**src/rtl/fetch_ctrl.sv**
```systemverilog
// Instruction fetch sequencer: owns the fetch PC, runs the SRAM req/resp handshake, feeds IF/ID.
// Latency: one instruction per 3 cycles minimum (REQ->WAIT->HOLD) on a zero-latency bus; one request in flight.
// Backpressure: holds the fetched instruction while IF_ID_allowin=0; redirects are latched until the bus is idle.
//
// Ports:
//   clk, rst                    clock, asynchronous active-high reset
//   br_valid/br_target          branch redirect pulse and target
//   flush_valid/flush_target    exception/ERET flush pulse and target (beats a branch)
//   inst_req/inst_addr          SRAM request, address held until inst_addr_ok
//   inst_addr_ok/inst_data_ok   SRAM request accept / response valid
//   inst_rdata                  SRAM response data
//   IF_ID_allowin               downstream can take an instruction
//   fs_valid/fs_pc/fs_inst      instruction presented to IF/ID
//   fs_excp                     fetch-address exception flag
//
// Optional feature (macro ADEF_CHECK_EN): misaligned fetch PCs raise fs_excp instead
// of issuing a bus request. Without the macro fs_excp stays 0.

module fetch_ctrl #(
    parameter int                ADDR_W   = 32,
    parameter logic [ADDR_W-1:0] RESET_PC = 32'h8000_0000
) (
    input  logic              clk,
    input  logic              rst,
    input  logic              br_valid,
    input  logic [ADDR_W-1:0] br_target,
    input  logic              flush_valid,
    input  logic [ADDR_W-1:0] flush_target,
    output logic              inst_req,
    output logic [ADDR_W-1:0] inst_addr,
    input  logic              inst_addr_ok,
    input  logic              inst_data_ok,
    input  logic [ADDR_W-1:0] inst_rdata,
    input  logic              IF_ID_allowin,
    output logic              fs_valid,
    output logic [ADDR_W-1:0] fs_pc,
    output logic [ADDR_W-1:0] fs_inst,
    output logic              fs_excp
);

    typedef enum logic [1:0] {
        S_REQ,
        S_WAIT,
        S_HOLD,
        S_CANCEL
    } state_t;

    state_t            state;
    logic [ADDR_W-1:0] pc;
    logic              pend_valid;
    logic              pend_flush;
    logic [ADDR_W-1:0] pend_target;

    logic              take_arr;
    logic              redir_vld;
    logic              redir_flush;
    logic [ADDR_W-1:0] redir_target;
    logic              misalign;

`ifdef ADEF_CHECK_EN
    assign misalign = (pc[1:0] != 2'b00);
`else
    assign misalign = 1'b0;
`endif

    // Effective redirect this cycle: an arriving flush always wins, an arriving
    // branch wins unless a flush is already pending.
    always_comb begin
        take_arr     = flush_valid | (br_valid & ~(pend_valid & pend_flush));
        redir_vld    = take_arr | pend_valid;
        redir_target = pend_target;
        redir_flush  = pend_flush;
        if (take_arr) begin
            redir_target = flush_valid ? flush_target : br_target;
            redir_flush  = flush_valid;
        end
    end

    assign inst_req  = (state == S_REQ) & ~misalign;
    assign inst_addr = pc;

    always_ff @(posedge clk or posedge rst) begin
        if (rst) begin
            state       <= S_REQ;
            pc          <= RESET_PC;
            pend_valid  <= 1'b0;
            pend_flush  <= 1'b0;
            pend_target <= '0;
            fs_valid    <= 1'b0;
            fs_excp     <= 1'b0;
            fs_pc       <= '0;
            fs_inst     <= '0;
        end else begin
            // Keep the strongest redirect seen so far; branches that act on it
            // clear pend_valid below.
            pend_valid  <= redir_vld;
            pend_flush  <= redir_flush;
            pend_target <= redir_target;

            case (state)
                S_REQ: begin
                    if (misalign) begin
                        if (redir_vld) begin
                            pc         <= redir_target;
                            pend_valid <= 1'b0;
                        end else begin
                            state    <= S_HOLD;
                            fs_valid <= 1'b1;
                            fs_excp  <= 1'b1;
                            fs_pc    <= pc;
                            fs_inst  <= '0;
                        end
                    end else if (inst_addr_ok) begin
                        // A redirect already seen means the response is stale.
                        state <= redir_vld ? S_CANCEL : S_WAIT;
                    end
                end
                S_WAIT: begin
                    if (inst_data_ok) begin
                        if (redir_vld) begin
                            pc         <= redir_target;
                            pend_valid <= 1'b0;
                            state      <= S_REQ;
                        end else begin
                            fs_valid <= 1'b1;
                            fs_pc    <= pc;
                            fs_inst  <= inst_rdata;
                            state    <= S_HOLD;
                        end
                    end
                end
                S_CANCEL: begin
                    if (inst_data_ok) begin
                        pc         <= redir_target;
                        pend_valid <= 1'b0;
                        state      <= S_REQ;
                    end
                end
                S_HOLD: begin
                    if (redir_vld) begin
                        // Buffered instruction is dropped even if allowin is high.
                        fs_valid   <= 1'b0;
                        fs_excp    <= 1'b0;
                        pc         <= redir_target;
                        pend_valid <= 1'b0;
                        state      <= S_REQ;
                    end else if (IF_ID_allowin && !fs_excp) begin
                        fs_valid <= 1'b0;
                        pc       <= pc + ADDR_W'(4);
                        state    <= S_REQ;
                    end
                end
                default: state <= S_REQ;
            endcase
        end
    end

endmodule

```
**config.mk**
```make
export PLATFORM = sky130hd
export DESIGN_NAME = fetch_ctrl
export DESIGN_NICKNAME = d
export VERILOG_FILES = /design/src/rtl/fetch_ctrl.sv
export SDC_FILE = /design/constraint.sdc
export NUM_CORES = 1
export LEC_CHECK = 0
export BUFFER_PORTS_ARGS = -buffer_cell sky130_fd_sc_hd__buf_2
export CORE_ASPECT_RATIO = 2
export CORE_MARGIN = 2
export CORE_UTILIZATION = 51
export CTS_CLUSTER_DIAMETER = 50
export CTS_CLUSTER_SIZE = 40
export DETAILED_ROUTE_END_ITERATION = 7
export GPL_TIMING_DRIVEN = 0
export HOLD_SLACK_MARGIN = 0.06
export PLACE_DENSITY = 0.84
export REMOVE_ABC_BUFFERS = 1
export SETUP_SLACK_MARGIN = 0.15
export SLEW_MARGIN = 10
export SYNTH_ARGS = -nofsm -noshare
export SYNTH_HDL_FRONTEND = slang
export SYNTH_SLANG_ARGS = --single-unit
```
**constraint.sdc**
```tcl
create_clock -name clk -period 4.8 [get_ports clk]
set_input_delay 0.24 -clock clk [delete_from_list [all_inputs] [get_ports clk]]
set_output_delay 0.24 -clock clk [all_outputs]
set_load 0.05 [all_outputs]
```
[Word-level counts from Yosys, hierarchy flattened]
Index checks and enable logic that the tools add are counted.
Cells by class
  multiplexer cells: 23
  bitwise operators: 7
  reductions and logical operators: 7
  $add $sub $neg: 1
  equal/unequal tests: 9
Operators with widths (number)
  $mux W32: 7
  $pmux W32 S3: 1
  $add A32 B3 Y32 const B: 1
  $mux W2: 7
  $ne A2 B2 Y1 const B: 4
  $pmux W2 S4: 1
  $reduce_and A4 Y1: 2
  $mux W1: 5
  $reduce_and A5 Y1: 1
  $eq A2 B2 Y1 const B: 2
  $ne A3 B3 Y1 const B: 1
  $not A1 Y1: 3
  $pmux W1 S3: 1
  $reduce_and A3 Y1: 1
  $and A1 B1 Y1: 2
  $eq A2 B1 Y1 const B: 1
  $logic_not A2 Y1: 1
  $ne A2 B1 Y1 const B: 1
  $or A1 B1 Y1: 2
  $pmux W1 S2: 1
  $reduce_bool A2 Y1: 1
  $reduce_or A2 Y1: 1
Storage, ports and cells
  logic and storage cells: 55
  bits of input ports: 103
  bits in registers: 133

[Depth between registers and ports, before layout]
  depth in word-level cells: 8
  gate-level depth with buffers: 8

[Worst setup path before layout]
OpenSTA, ideal clock, no wires.
  path kind: flip-flop to flip-flop
  from: register pc[10], in the netlist inst_addr[10]
  to: register pc[30], in the netlist inst_addr[30]
  data arrival time: 2350 ps
  data required time: 4731 ps
  library setup time: 69 ps
  cell stages (with the launch flop): 6
  setup slack: 2381 ps
  cell sequence: dfrtp_1 > and4_1 > nand4_2 > or4_4 > or4_1 > nand3_1
Between the ends
  cells in the longest elaborated chain, start to end: 4
Ends and longest elaborated chain
  from (decl): RTL line 49  | logic [ADDR_W-1:0] pc;
  from (signal assigned): RTL line 104  | pc <= redir_target;
  from (signal assigned): RTL line 121  | pc <= redir_target;
  from (signal assigned): RTL line 134  | pc <= redir_target;
  $add A32 B3 Y32: RTL line 149  | pc <= pc + ADDR_W'(4);
  $mux W32: RTL line 147  | end else if (IF_ID_allowin && !fs_excp) begin
  $mux W32: RTL line 140  | if (redir_vld) begin
  $pmux W32 S3: RTL line 100  | case (state)
Every way passes these cells. The select of a mux whose other input is x is not followed.
A chain may end at the register's enable or synchronous reset.

[Worst setup path in the final report]
  from: register pend_valid
  to: register pc[31], in the netlist inst_addr[31]
Between the ends
  cells in the longest elaborated chain, start to end: 8
  elaborated cells between the ends (all ways): 14
  classes of those cells: 2 x eq/ne; 6 x mux; 5 x bitwise; 1 x reduce/logical
Ends and longest elaborated chain
  from (decl): RTL line 50  | logic pend_valid;
  from (signal assigned): RTL line 96  | pend_valid <= redir_vld;
  $and A1 B1 Y1: RTL line 69  | take_arr = flush_valid | (br_valid & ~(pend_valid & pend_flush));
  $not A1 Y1: RTL line 69
  $and A1 B1 Y1: RTL line 69
  $or A1 B1 Y1: RTL line 69
  $mux W32: RTL line 73  | if (take_arr) begin
  $mux W32: RTL line 120  | if (redir_vld) begin
  $mux W32: RTL line 119  | if (inst_data_ok) begin
  $pmux W32 S3: RTL line 100
Several ways; a longest one is shown, not always the timed one. The select of a mux whose other input is x is not followed.

==> reports/metrics.cfg <==
[outcome]
status = complete, no violations

[clock_network]
cts-buffers-inserted = 17
cts_tree = yes
cts.sinks = 133
post_cts_resized = 0
clock_latency_ns = 0.41
cts_max_path_buffers = 2
root_buffer = clkbuf_16
h-tree-depth = 4
clkSlewWorstSetupHoldPaths_ns = 0.06
postCtsSetupRepairBufs = 0

[route]
drt_iter0_markers = 487
wirelength_mm = 16.9
routed_via_density = 5.73
ant_nets = 0
vias = 5338
drc = 0
wire_per_inst_um = 18.1
firstDrtPassIters = 5

[final_layout]
fillers = 869
nets = 877
stdcell_area_sq_mm = 0.00798
area.growth.synth_to_final_pct = 31.4
drive_gt1_frac = 0.386
final_util = 0.682
fin_cells = 932

[timing]
rsz0062_at_grt = false
post-route-min-period_ns = 3.21
finClkSkew_ns = 0.00841
finalSetupTns_ns = 0
post-route-period-util = 0.669
drv_slew = 0
slew_headroom = 0.272
worst_pin_slew_ns = 1.09
hold_viol = 0
holdWs_ns = 0.0697
max_freq_mhz = 311
setup_viol = 0

[logic_synthesis]
yosys.cell_types.count = 53
yosysMostFrequentCell = dfrtp_1
syn_area_sq_mm = 0.00607
ys_seq_area_frac = 0.548
synthTopCellsByCount = 132 x dfrtp_1, 62 x nand2_1, 61 x mux2_2
synthCells = 563
yosys_warnings = 0
yosysTopAreaCellShare = 0.544
async_flop_share = 1.00
synth.avg_cell_area_sq_um = 10.8
synth_edf_count = 0
ys.flop_type = dfrtp_1
synth_area_leaders = dfrtp_1 54%, mux2_2 11%, a21oi_1 4.1%, nand2_1 3.8%, mux2i_1 3.5%
synth.ff_latch_count = 133
yosysTopAreaCell = dfrtp_1

[floorplanning]
fp.dieArea_sq_mm = 0.0128
die_h_um = 158
core_sq_mm = 0.0117
num_rows = 56
io_pins = 202
initial_core_util = 0.519
die_w_um = 81.2

[hold_path]
hold_path.class = in2reg

[global_route]
grt_max_degree = 71
met1_usage = 0.289
grt_antenna_before_repair = 3
grt_pass1_vias = 5472
track_usage = 0.271
grt_pass1_wl_mm = 26.2
gr-usage-met2 = 0.486
grt-busiest-layer = met2
grt_overflow_total = 0
grtUsageMet3 = 0.0539

[critical_path]
start_kind = flop
ff2ff_setup_slack_ns = 1.59
cpMaxStageDelayCell = o41ai_1
cp_top_family = compound AO/OA/AOI/OAI gates
path_buf_inv = 0
cp.arrival_ns = 3.54
crit_required_ns = 5.13
cp-end-kind = flop
crit_type = reg2reg
critical_path.cell_chain = o41ai_1, a211o_1, nor2_1, and2_1, or3_1
slowest_delay_ns = 0.80
crit_fanout = 25

[pwr]
ir_drop_mv = 0.473
power_density_mw_per_mm2 = 774
total_leakage_power_uw = 0.00394

[placement]
gp_congestion = 0.903
dp.cells = 877
postPlaceCellArea_sq_mm = 0.00721
post-dp-hpwl_mm = 11.8
io_buffers = 200

[flow_run]
maxCapViolCount = 0

## repair_timing
action                                  in CTS  in global routing
endpoints found under the setup margin       0                  0
hold buffers                                22                  0
endpoints found under the hold margin       84                  0
## area by class of cell
| cell class | instances | area [sq um] | area share |
|---|---|---|---|
| diodes | 3 | 7.51 | 0.000941 |
| inverters | 10 | 42.5 | 0.00533 |
| multi-input cells | 385 | 2590 | 0.325 |
| repair buffers | 226 | 1290 | 0.162 |
| flip-flops and latches | 133 | 3330 | 0.417 |
| clock inverters | 10 | 85.1 | 0.0107 |
| well taps | 145 | 181 | 0.0227 |
| clock buffers | 20 | 447 | 0.0560 |
## flip-flops by register name, summed over array words and instances (netlist names)
| signal | cells |
|---|---|
| state | 2 |
| fs_inst | 32 |
| fs_pc | 32 |
| pend_valid | 1 |
| inst_addr | 32 |
| pend_target | 32 |
| pend_flush | 1 |
| fs_valid | 1 |
## cells in the final DEF (no fill, tap or decap), types with 5 or more instances in the layout
master,n
nand4_1,7
dfrtp_1,132
mux2_2,61
clkinv_2,6
a211oi_1,5
nand2_1,62
dlygate4sd3_1,22
nand3_1,16
mux2i_1,21
inv_1,9
nor2b_1,15
nor3_1,10
buf_2,200
nor2_1,28
o21ai_0,33
a21oi_1,50
or4_1,6
clkbuf_16,17
## report_power, final
part / switching, uW / internal (uW) / total, uW
Clock: 460 / 714 / 1170
Combinational: 2200 / 823 / 3020
Sequential: 400 / 1570 / 1970
Total: 3060 / 3110 / 6170
## worst paths after layout
| check | endpoint | start | depth (start not counted) |
|---|---|---|---|
| worst max-delay path | inst_addr[31]$_DFFE_PP1P_ | pend_valid$_DFF_PP0_ | 5 |
| worst min-delay path | fs_inst[5]$_DFFE_PP0P_ | inst_rdata[5] | 2 |
| worst max register to register | inst_addr[31]$_DFFE_PP1P_ | pend_valid$_DFF_PP0_ | 5 |
| worst min register to register | fs_pc[27]$_DFFE_PP0P_ | fs_pc[27]$_DFFE_PP0P_ | 2 |
| max in group asynchronous | inst_addr[31]$_DFFE_PP1P_ | rst | 4 |
| min in group asynchronous | fs_inst[4]$_DFFE_PP0P_ | rst | 3 |
## through the flow
stage	total power, uW	setup slack (ns)
floorplan	4120	1.01
global placement	4840	-0.428
detailed placement	4970	1.02
CTS	6170	1.34
global route	6470	1.36
finish	6170	1.59
## logic make-up (layout without fill, tap and decap cells)
| family | after synthesis | count (layout) | share of synthesized area |
|---|---|---|---|
| DFF | 133 | 133 | 0.548 |
| adders and majority gates | 1 | 1 | 0.00206 |
| buffers and inverters | 45 | 266 | 0.0301 |
| and+or+nand+nor | 170 | 170 | 0.137 |
| muxes | 82 | 82 | 0.148 |
| AOI/OAI and AO/OA | 131 | 131 | 0.134 |
| other | 1 | 4 | 0.000618 |
## metal layers
layer | vias to the layer above | routed length, um
met5 | - | 0
met4 | 0 | 650
met3 | 59 | 858
met2 | 246 | 9480
met1 | 2575 | 5890
li1 | 2458 | -
Power figures use the tool's default switching activity.
